===== config.mk =====
export PLATFORM = sky130hd
export DESIGN_NAME = sub_64_seq
export DESIGN_NICKNAME = d
export VERILOG_FILES = /design/src/rtl/sub_64_seq.sv
export SDC_FILE = /design/constraint.sdc
export NUM_CORES = 1
export LEC_CHECK = 0
export BUFFER_PORTS_ARGS = -buffer_cell sky130_fd_sc_hd__buf_2
export CORE_MARGIN = 2
export CORE_UTILIZATION = 45
export CTS_CLUSTER_DIAMETER = 120
export DETAILED_ROUTE_END_ITERATION = 6
export MAX_ROUTING_LAYER = met4
export PLACE_DENSITY = 0.62
export SYNTH_ARGS = -nofsm -noshare
export SYNTH_HDL_FRONTEND = slang
export SYNTH_SLANG_ARGS = --single-unit
export TNS_END_PERCENT = 10

===== constraint.sdc =====
create_clock -name clock -period 6.8 [get_ports clock]
set_clock_uncertainty 0.15 [all_clocks]
set_input_delay 0.68 -clock clock [delete_from_list [all_inputs] [get_ports clock]]
set_output_delay 0.68 -clock clock [all_outputs]
set_load 0.02 [all_outputs]

===== src/rtl/sub_64_seq.sv =====
// Sequential 64-bit unsigned subtractor: one SLICE_W-bit slice per cycle,
// least-significant slice first, with the borrow carried between slices in a register.
module sub_64_seq #(
  parameter int SLICE_W = 16
) (
  input  logic        clock,
  input  logic        reset,
  input  logic        start,
  input  logic [63:0] op1,
  input  logic [63:0] op2,
  output logic [63:0] diff,
  output logic        brout,
  output logic        busy,
  output logic        done
);

  localparam int NSLICE = 64 / SLICE_W;
  localparam int IDX_W  = (NSLICE > 1) ? $clog2(NSLICE) : 1;
  localparam logic [IDX_W-1:0] LAST_IDX = IDX_W'(NSLICE - 1);

  typedef enum logic [1:0] {IDLE, RUN, DONE} state_t;

  state_t             state, state_next;
  logic [63:0]        op1_r, op2_r, acc, acc_next;
  logic               borrow;
  logic [IDX_W-1:0]   idx;
  logic [SLICE_W-1:0] a_sl, b_sl;
  logic [SLICE_W:0]   sub;
  logic               accept, finish, busy_next;

  always_ff @(posedge clock or negedge reset) begin
    if (!reset) state <= IDLE;
    else        state <= state_next;
  end

  always_comb begin
    state_next = state;
    case (state)
      IDLE:    if (start) state_next = RUN;
      RUN:     if (idx == LAST_IDX) state_next = DONE;
      DONE:    state_next = start ? RUN : IDLE;
      default: state_next = IDLE;
    endcase
  end

  always_comb begin
    accept    = start && (state == IDLE || state == DONE);
    finish    = (state == RUN) && (idx == LAST_IDX);
    busy_next = (state_next == RUN);
  end

  // The top bit of the widened slice difference is the slice borrow-out.
  always_comb begin
    a_sl = '0;
    b_sl = '0;
    for (int s = 0; s < NSLICE; s++) begin
      if (idx == IDX_W'(s)) begin
        a_sl = op1_r[s*SLICE_W +: SLICE_W];
        b_sl = op2_r[s*SLICE_W +: SLICE_W];
      end
    end
    sub      = {1'b0, a_sl} - {1'b0, b_sl} - {{SLICE_W{1'b0}}, borrow};
    acc_next = acc;
    for (int s = 0; s < NSLICE; s++) begin
      if (idx == IDX_W'(s)) acc_next[s*SLICE_W +: SLICE_W] = sub[SLICE_W-1:0];
    end
  end

  always_ff @(posedge clock or negedge reset) begin
    if (!reset) begin
      op1_r  <= '0;
      op2_r  <= '0;
      acc    <= '0;
      borrow <= 1'b0;
      idx    <= '0;
      diff   <= '0;
      brout  <= 1'b0;
      busy   <= 1'b0;
      done   <= 1'b0;
    end else begin
      busy <= busy_next;
      done <= finish;
      if (accept) begin
        op1_r  <= op1;
        op2_r  <= op2;
        borrow <= 1'b0;
        idx    <= '0;
      end else if (state == RUN) begin
        acc    <= acc_next;
        borrow <= sub[SLICE_W];
        idx    <= finish ? '0 : idx + 1'b1;
      end
      if (finish) begin
        diff  <= acc_next;
        brout <= sub[SLICE_W];
      end
    end
  end

endmodule


==> results of run 1 <==
routing by layer:
| layer | track usage [%] | vias to the layer above | part of all wire (%) | routed length (um) |
|---|---|---|---|---|
| met1 | 34.8 | 4653 | 50 | 15700 |
| met2 | 33.7 | 261 | 43 | 13300 |
| met3 | 2.80 | 49 | 5.0 | 1550 |
| li1 | - | 4860 | - | - |
| met5 | - | - | 0 | 0 |
| met4 | 6.00 | 0 | 2.3 | 726 |
worst max-delay path, cell delays in order, from the launching register on:
cell      delay (ps)
dfrtp_1          450
inv_1            130
ha_2             780
nand2_1          120
nor2_1           120
a21oi_1           50
nor2_1           130
a21oi_1           80
o21ai_0          540
ha_1             340
inv_1             60
ha_1             330
a21oi_1          270
nand2_1          100
a211oi_2         370
nand2_1          150
xnor2_2          470
o21ai_0          190
cells in the final DEF, fill, tap and decap left out, types with 4 or more instances in the layout:
| master | Yosys | routed |
|---|---|---|
| a21o_1 | 4 | 4 |
| a21oi_1 | 89 | 89 |
| buf_2 | 11 | 196 |
| buf_4 | 0 | 7 |
| clkbuf_1 | 70 | 6 |
| clkbuf_16 | 0 | 27 |
| clkbuf_8 | 0 | 7 |
| clkinv_2 | 0 | 7 |
| dfrtp_1 | 248 | 248 |
| ha_1 | 32 | 28 |
| inv_1 | 36 | 36 |
| mux2i_1 | 38 | 38 |
| nand2_1 | 559 | 558 |
| nand2b_1 | 5 | 4 |
| nand3_1 | 13 | 13 |
| nand3b_1 | 6 | 6 |
| nor2_1 | 55 | 55 |
| nor3b_1 | 29 | 29 |
| o211ai_1 | 6 | 6 |
| o21ai_0 | 136 | 136 |
| xnor2_1 | 7 | 7 |
| xor2_1 | 4 | 4 |
metrics by stage:
step	cells	util [%]
3_3_place_gp	1859	50.2
3_5_place_dp	1859	50.2
5_1_grt	1908	53.5
2_1_floorplan	1411	-
4_1_cts	1908	53.5
6_report	1908	53.5
cells by family (layout without fill, tap and decap cells):
family,after synthesis,count (layout),share of synthesized area (%)
AOI/OAI and AO/OA,256,256,11.6
adders and majority gates,34,34,3.70
and+or+nand+nor,690,690,23.7
DFF,248,248,52.1
muxes,41,41,3.48
xor gates and xnor gates,14,14,1.22
buffers and inverters,128,290,4.21
state kept, by name, summed over array words and instances, names as in the netlist:
signal	count
diff	64
op1_r	64
op2_r	64
acc	48
idx	2
state	2
borrow	1
brout	1
busy	1
done	1
layout make-up:
| cell class | instances | share of cell area, % |
|---|---|---|
| timing repair buffer | 205 | 7.66 |
| clock inverter | 9 | 0.529 |
| multi-input combinational | 1035 | 37.6 |
| clock buffer | 40 | 5.70 |
| sequential | 248 | 44.5 |
| tap | 335 | 3.01 |
| inverter | 36 | 0.969 |
worst min path at each step:
| stage | from | endpoint | slack, ps | cells past startpoint |
|---|---|---|---|---|
| 5_1_grt | reset | diff[33] | 70 | 1 |
| 3_3_place_gp | diff[6] | diff[6] | 300 | 2 |
| 2_1_floorplan | reset | acc[0] | 230 | 0 |
| 6_report | reset | diff[17] | 7 | 1 |
| 4_1_cts | reset | diff[33] | 50 | 1 |
| 3_5_place_dp | diff[22] | diff[22] | 310 | 2 |
==> impl_metrics.csv, run 1 <==
group,metric,value,unit
status,outcome,"finished clean",
timing,finalSetupViolations,0,
timing,fin_crit,5030,ps
die,dieHeight,167,um
clock_tree,numCtsBuffers,27,
clock_tree,clk_latency,530,ps
synthesis,seq_area_frac_synth,52.1,%
global_routing,grt_pass1_vias,9689,
route,vias,9823,
run,maxCapViolCount,0,
worst_hold_path,hp-class,"input port to async pin",
route,drtPass1Iterations,4,
synthesis,synth_flop_cell,"dfrtp_1",
clock_tree,cts-hold-fix-buffers,0,
route,route.detailed.drc,0,
placed_design,hpwl,21000,um
global_routing,grt_overflow,0,
worst_setup_path,critPathLaunchType,"flip-flop",
worst_setup_path,ff2ff_setup_slack,1770,ps
synthesis,synthTopCellsByArea,"dfrtp_1 52%, nand2_1 18%, o21ai_0 5.7%",
clock_tree,htree_levels,1,
finish,multi_input_area,5250,um^2
placed_design,dpl_worst_slack,1800,ps
placed_design,placed_area,13100,um^2
timing,tightest_slew,1050,ps
worst_setup_path,startpoint,"idx[0]",
die,initial_core_util,45.7,%
placed_design,gp_congestion,0.878,
timing,hold_violations,0,
route,ant_nets,0,
die,rows,59,
finish,area_delta_synth_final,17.1,%
synthesis,yosysUniqueCellTypes,49,
worst_setup_path,worst-path-max-fanout,35,
finish,nNetsFinal,1718,
clock_tree,cts-resized-gates,0,
die,num_io_pins,198,
synthesis,syn_area_per_cell,8.44,um^2
timing,max_slew_margin,30.0,%
finish,diodes,0,
finish,drive_gt1_share,17.3,%
global_routing,grt_max_degree,156,
clock_tree,cts.sinks,248,
clock_tree,clkTransAtPathRegs,60,ps
synthesis,synth_warnings,0,
synthesis,synthCells,1411,
clock_tree,cts_root_buffer,"clkbuf_16",
synthesis,synth_edf_count,0,
route,wire_per_inst,16.4,um
placed_design,portBuffers,197,
timing,max_freq,199,MHz
finish,fin_area,13900,um^2
die,dieWidth,167,um
clock_tree,cts_setup_buffers,0,
worst_setup_path,timing.rr.end,"acc[11]",
timing,fin_crit_sh,74.0,%
die,fp.dieArea,27800,um^2
worst_setup_path,crit_path_end,"acc[11]",
timing,layout_setup_ws,1770,ps
synthesis,synth-seq-cells,248,
global_routing,grt_pass1_wl,51400,um
worst_setup_path,worstPathRequired,7020,ps
clock_tree,cts_tree,"done",
timing,holdWs,6.86,ps
route,vias_per_cell,5.15,
worst_setup_path,cp_data_arrival_time,5240,ps
route,drt_iter0_drc,804,
global_routing,antenna_found_initial,0,
synthesis,yosysMostFrequentCell,"nand2_1",
worst_setup_path,ff2ff_path_depth,17,
synthesis,yosys-top-cells-count,"559 x nand2_1, 248 x dfrtp_1, 136 x o21ai_0",
worst_setup_path,worstSetupPathType,"flip-flop to flip-flop",
route,wl,31300,um
synthesis,yosysTopAreaCell,"dfrtp_1",
timing,rsz0062_at_grt,"no",
global_routing,grt_use_total,23.3,%
finish,n_fill_cell,2506,
timing,finalSetupTns,0,ps
die,coreArea,26100,um^2
finish,regArea,6210,um^2
synthesis,synth_top_area_share,52.1,%
timing,slew_viol_final,0,
worst_setup_path,r2r_start,"idx[0]",
clock_tree,cts_max_path_buffers,3,
synthesis,ys_async_sr_fraction,100,%
synthesis,synth_area,11900,um^2
synthesis,synth_nets,1576,
worst_setup_path,worstSetupEndpointType,"flip-flop",
Power of run 1 is not shown: default switching activity piles up to over one toggle a cycle in this logic, so the estimate is an artifact.
==> run 2, diff against run 1 <==
--- a/config.mk
+++ b/config.mk
@@ -5,6 +5,7 @@
 export SDC_FILE = /design/constraint.sdc
 export NUM_CORES = 1
 export LEC_CHECK = 0
+export ABC_AREA = 1
 export BUFFER_PORTS_ARGS = -buffer_cell sky130_fd_sc_hd__buf_2
 export CORE_MARGIN = 2
 export CORE_UTILIZATION = 45
==> constraint.sdc (replaced) <==
create_clock -name clock -period 4.75 [get_ports clock]
set_clock_uncertainty 0.15 [all_clocks]
set_input_delay 0.475 -clock clock [delete_from_list [all_inputs] [get_ports clock]]
set_output_delay 0.475 -clock clock [all_outputs]
set_load 0.02 [all_outputs]
==> run 2 against run 1 <==
Net effect:
- cell count fell by 9.1%
- area after synthesis fell by 1.8%
- non-clock buffer count increased by 11
- core utilization up 0.39 points
- count of clock-buffer cells in the layout shrank 3
- critical path depth up 5
- worst setup slack got worse by 1200 ps
- critical endpoint is now acc[40]
- highest routed layer unchanged
- first-iteration DRC count decreased by 27%
- final area fell by 0.40%
- worst hold slack better by 14 ps
- die area fell by 1.8%
- synthesized cell count decreased by 15%
==> impl_metrics.csv, run 2 <==
group,metric,value,unit
clock_tree,htree_levels,1,
timing,max_slew_margin,29.8,%
worst_setup_path,critPathLaunchType,"flip-flop",
synthesis,ys_async_sr_fraction,100,%
route,route.detailed.drc,0,
status,outcome,"finished clean",
route,drt_iter0_drc,584,
die,coreArea,25800,um^2
finish,drive_gt1_share,29.7,%
worst_setup_path,cpMostUsedCell,"nand2_1",
synthesis,synth-xor-area-share,0.653,%
finish,final_common_cell,"nand2_1",
timing,hold_violations,0,
finish,fin_util,53.9,%
timing,holdWs,20.4,ps
synthesis,synthAdderAreaFrac,3.77,%
timing,fin_crit,4160,ps
clock_tree,cts_tree,"done",
timing,rsz0062_at_grt,"no",
timing,tightest_slew,1050,ps
synthesis,yosysMostFrequentCell,"nand2_1",
worst_hold_path,hp-class,"input port to flip-flop",
synthesis,syn_area_per_cell,9.73,um^2
global_routing,grt_pass1_vias,8760,
global_routing,antenna_found_initial,6,
die,fp.dieArea,27300,um^2
die,initial_core_util,45.4,%
worst_setup_path,ff2ff_setup_slack,590,ps
worst_setup_path,critPathBufInv,4,
synthesis,synth_warnings,0,
die,dieHeight,165,um
global_routing,grt_pass1_wl,46700,um
timing,fin_crit_sh,87.5,%
clock_tree,cts.sinks,248,
die,dieWidth,165,um
route,drtPass1Iterations,5,
synthesis,seq_area_frac_synth,53.1,%
synthesis,synthTopCellsByArea,"dfrtp_1 53%, mux2_2 12%, nand2_1 9.3%",
worst_setup_path,cp_data_arrival_time,4420,ps
synthesis,synth_edf_count,0,
worst_setup_path,worst-path-max-fanout,21,
finish,final_cell_mix,"290 x nand2_1, 248 x dfrtp_1, 196 x buf_2",
route,wl,29700,um
finish,reg_top3,"diff x64, op1_r x64, op2_r x64",
placed_design,hpwl,20900,um
synthesis,synth_top_family_by_area,"simple AND/OR/NAND/NOR gates",
finish,area_delta_synth_final,18.8,%
worst_setup_path,worstSetupPathType,"flip-flop to flip-flop",
timing,finalSetupTns,0,ps
clock_tree,cts-resized-gates,0,
synthesis,synthMuxAreaShare,12.4,%
finish,nNetsFinal,1542,
worst_setup_path,path_cells,"inv_1 > ha_1 > inv_1 > nor2_2 > buf_4 > a22oi_1 > nand2_1 > o21ai_0 > a21oi_1 > ha_1 > inv_1 > ha_1 > nand2_1 > nand2_1 > nand2_1 > nand2_1 > nand2_1 > nand2_1 > xnor2_1 > o21ai_0 > nand2_1 > nand2_1",
worst_setup_path,worstSetupEndpointType,"flip-flop",
synthesis,synth_nets,1367,
synthesis,yosysTopAreaCell,"dfrtp_1",
timing,slew_viol_final,0,
worst_setup_path,crit_path_top_delay_cell,"xnor2_1",
synthesis,synthCells,1202,
timing,max_freq,241,MHz
clock_tree,cts_setup_buffers,0,
synthesis,synth-compound-area-share,9.58,%
synthesis,yosys-top-cells-count,"291 x nand2_1, 248 x dfrtp_1, 126 x mux2_2",
route,vias,9006,
timing,finalSetupViolations,0,
clock_tree,clkTransAtPathRegs,60,ps
run,maxCapViolCount,0,
synthesis,synth_area,11700,um^2
placed_design,portBuffers,197,
synthesis,yosysUniqueCellTypes,34,
route,vias_per_cell,5.19,
worst_setup_path,worstPathRequired,5010,ps
clock_tree,cts_max_path_buffers,3,
synthesis,synth_flop_cell,"dfrtp_1",
worst_setup_path,cp_top_family,"adder cells",
clock_tree,cts_root_buffer,"clkbuf_16",
global_routing,grt_max_degree,117,
worst_setup_path,max_stage_delay,430,ps
route,ant_nets,0,
clock_tree,numCtsBuffers,26,
synthesis,synth_top_area_share,53.1,%
synthesis,synth-simple-area-share,15.7,%
die,num_io_pins,198,
clock_tree,clk_latency,530,ps
global_routing,grt_use_total,22.6,%
route,wire_per_inst,17.1,um
global_routing,grt_overflow,0,
die,rows,59,
synthesis,synth-seq-cells,248,
placed_design,gp_congestion,0.906,
==> run 2: cell count changes after synthesis, sizes merged, moves of 26 or more <==
cell    change
mux2i      -35
nor3b      -29
mux2      +123
o21ai      -40
a21oi      -34
nand3      +71
clkbuf     -31
nand2     -265
inv        +39
a22oi      +26
==> run 2: area by class of cell <==
class | count | area (um^2)
multi-input cells | 810 | 4940
clock inverters | 9 | 104
diodes | 5 | 12.5
inverters | 75 | 282
fillers | 2348 | 11900
clock buffers | 37 | 763
flip-flops and latches | 248 | 6210
well taps | 335 | 419
repair buffers | 216 | 1170
==> run 2: logic make-up (layout without fill, tap and decap cells) <==
| logic type | after synthesis | after routing |
|---|---|---|
| flops | 248 | 248 |
| xor+xnor | 7 | 7 |
| other cells | 0 | 5 |
| fa+ha+maj | 34 | 34 |
| mux | 129 | 129 |
| compound gates | 200 | 200 |
| simple gates | 440 | 440 |
| buf+inv | 144 | 337 |
==> run 2: path summary, 6_finish.rpt <==
check                      startpoint         to  cells after the start
max in group asynchronous       reset   op1_r[6]                      3
setup reg to reg               idx[0]    acc[40]                     22
min in group asynchronous       reset   diff[33]                      2
setup / recovery               idx[0]    acc[40]                     22
hold / removal                op1[28]  op1_r[28]                      2
hold reg to reg               acc[25]    acc[25]                      2
==> run 2: what timing repair did <==
action                                 CTS  global route
endpoints found under the hold margin   92             0
hold buffers                             1             0
setup endpoints to repair                0             0
==> run 2: through the flow <==
stage          worst slack (ps)  cells  instance area (um^2)
2_1_floorplan              1220   1202                 11700
3_3_place_gp                714   1683                 13000
3_5_place_dp                633   1683                 13000
4_1_cts                     609   1730                 13900
5_1_grt                     258   1735                 13900
6_report                    593   1735                 13900
==> run 2: layer usage <==
metal / GRT usage (%) / wire length (um) / vias to the layer above
met5: - / 0 / -
met4: 6.96 / 885 / 0
met3: 3.30 / 1770 / 56
met2: 34.3 / 13400 / 252
met1: 31.6 / 13600 / 4312
li1: - / - / 4386
Power of run 2 is left out for the same reason.
==> run 3, diff against run 2 <==
--- a/config.mk
+++ b/config.mk
@@ -7,7 +7,6 @@
 export LEC_CHECK = 0
 export ABC_AREA = 1
 export BUFFER_PORTS_ARGS = -buffer_cell sky130_fd_sc_hd__buf_2
-export CORE_MARGIN = 2
 export CORE_UTILIZATION = 45
 export CTS_CLUSTER_DIAMETER = 120
 export DETAILED_ROUTE_END_ITERATION = 6
==> run 3 against run 2 <==
Net effect:
- core utilization increased by 0.93 points
- critical path depth unchanged
- wire length increased by 1.9%
- worst hold slack got worse by 11 ps
- die area decreased by 2.4%
- worst setup slack improved by 52 ps
- global-route usage increased by 1.2 points
- sequential cell count unchanged
- sequential share of layout area about the same
- first-iteration DRC count decreased by 13%
- fmax increased by 1.3%
==> impl_metrics.csv, run 3 (synthesis gave the netlist of run 2 again) <==
group,metric,value,unit
worst_setup_path,critPathLaunchType,"flip-flop",
global_routing,grt_use_total,23.8,%
finish,nNetsFinal,1543,
clock_tree,clk_latency,540,ps
clock_tree,cts_tree,"done",
run,maxCapViolCount,0,
worst_hold_path,min_to,"op2_r[54]",
finish,drive_gt1_share,29.4,%
worst_setup_path,cpMostUsedCell,"nand2_1",
route,wire_per_inst,17.4,um
clock_tree,htree_levels,1,
worst_setup_path,path_cells,"inv_1 > ha_2 > nor2_2 > buf_12 > a22oi_1 > nand2_1 > o21ai_0 > a21oi_1 > fa_1 > fa_1 > nand2_1 > nand2_1 > nand2_1 > nand2_1 > nand2_1 > nand2_1 > nand2_1 > nand3_1 > nand3_1 > nand3_1 > nand3_1 > nand2_1",
timing,tightest_slew,926,ps
worst_setup_path,timing.rr.end,"diff[26]",
route,wl,30300,um
die,coreArea,25300,um^2
global_routing,grt_overflow,0,
finish,n_fill_cell,2330,
route,vias,8983,
worst_setup_path,max_stage_delay,460,ps
clock_tree,cts_root_buffer,"clkbuf_16",
worst_hold_path,min_path_cells,2,
finish,reg_top3,"diff x64, op1_r x64, op2_r x64",
worst_setup_path,ff2ff_setup_slack,640,ps
die,initial_core_util,46.2,%
global_routing,grt_max_degree,115,
clock_tree,numCtsBuffers,27,
clock_tree,cts_max_path_buffers,3,
worst_hold_path,min_from,"op2[54]",
route,drtPass1Iterations,4,
worst_setup_path,crit_path_top_delay_cell,"fa_1",
worst_setup_path,worstPathRequired,5010,ps
timing,max_slew_margin,38.2,%
worst_setup_path,worst-path-max-fanout,31,
finish,final_cell_mix,"290 x nand2_1, 248 x dfrtp_1, 196 x buf_2",
timing,slew_viol_final,0,
worst_setup_path,worstSetupEndpointType,"flip-flop",
die,dieHeight,163,um
worst_setup_path,ff2ff_path_depth,22,
route,route.detailed.drc,0,
timing,fin_crit_sh,86.4,%
worst_setup_path,r2r_start,"idx[1]",
route,drt_iter0_drc,511,
die,rows,58,
timing,finalSetupViolations,0,
worst_setup_path,critPathBufInv,2,
placed_design,portBuffers,197,
worst_hold_path,hp-class,"input port to flip-flop",
die,dieWidth,163,um
worst_setup_path,cp_top_family,"simple AND/OR/NAND/NOR gates",
global_routing,grt_pass1_wl,48000,um
placed_design,gp_congestion,0.942,
finish,multi_input_area,4940,um^2
finish,area_delta_synth_final,18.8,%
global_routing,grt_pass1_vias,8785,
route,vias_per_cell,5.17,
timing,finalSetupTns,0,ps
clock_tree,cts.sinks,248,
timing,max_freq,244,MHz
timing,rsz0062_at_grt,"no",
worst_setup_path,cp_data_arrival_time,4370,ps
timing,fin_crit,4110,ps
placed_design,hpwl,20900,um
timing,hold_violations,0,
finish,final_common_cell,"nand2_1",
route,ant_nets,0,
clock_tree,clkTransAtPathRegs,60,ps
status,outcome,"finished clean",
die,num_io_pins,198,
worst_setup_path,worstSetupPathType,"flip-flop to flip-flop",
global_routing,antenna_found_initial,10,
die,fp.dieArea,26600,um^2
finish,regArea,6210,um^2
run 3: cell count changes in the layout (fill, tap and decap cells not counted), moves of 2 or more:
| cell | previous run | this run |
|---|---|---|
| clkinvlp_4 | 2 | 0 |
| buf_12 | 2 | 4 |
| buf_4 | 16 | 14 |
| inv_6 | 0 | 2 |
| diode_2 | 5 | 11 |
| clkbuf_1 | 5 | 11 |
run 3: final cells by class:
type,count,share of cell area [%]
Inverter,75,2.03
Clock buffer,42,5.56
Timing Repair Buffer,216,8.58
Clock inverter,6,0.450
Multi-Input combinational cell,810,35.5
Sequential cell,248,44.7
Tap cell,330,2.97
Antenna cell,11,0.198
run 3: worst register-to-register path, cell delays in order (launching register included):
cell	delay, ps
dfrtp_1	400
inv_1	110
ha_2	400
nor2_2	100
buf_12	180
a22oi_1	200
nand2_1	70
o21ai_0	80
a21oi_1	130
fa_1	470
fa_1	440
nand2_1	80
nand2_1	50
nand2_1	110
nand2_1	60
nand2_1	120
nand2_1	60
nand2_1	90
nand3_1	110
nand3_1	240
nand3_1	160
nand3_1	110
nand2_1	60
run 3: timing repair:
item,4_1_cts,5_1_grt
resized for setup,0,0
hold buffers,1,0
setup buffers,0,0
endpoints found under the hold margin,111,0
endpoints found under the setup margin,0,0
run 3: metrics by stage:
stage          instances  worst slack, ps  hold slack [ps]  util (%)  area (um^2)
5_1_grt             1737              391            0.198      54.8        13900
3_5_place_dp        1678              697              304      51.4        13000
4_1_cts             1727              668            0.342      54.7        13900
2_1_floorplan       1202             1220             29.4         -        11700
3_3_place_gp        1678              726              302      51.4        13000
6_report            1738              644             9.12      54.8        13900
run 3: how the worst max path moves through the flow:
stage	startpoint	endpoint	slack (ps)	cells after the start
6_report	idx[1]	diff[26]	640	22
4_1_cts	idx[1]	diff[26]	670	22
5_1_grt	idx[0]	acc[40]	390	22
2_1_floorplan	idx[1]	acc[10]	1220	22
3_3_place_gp	idx[0]	diff[26]	730	24
3_5_place_dp	idx[1]	diff[26]	700	22
run 3: metal layers:
metal / global-route usage (%) / part of all wire [%]
met5: - / 0
met4: 5.86 / 2.2
met3: 4.39 / 6.0
met2: 36.6 / 46
met1: 32.5 / 46
Power of run 3 is left out for the same reason.
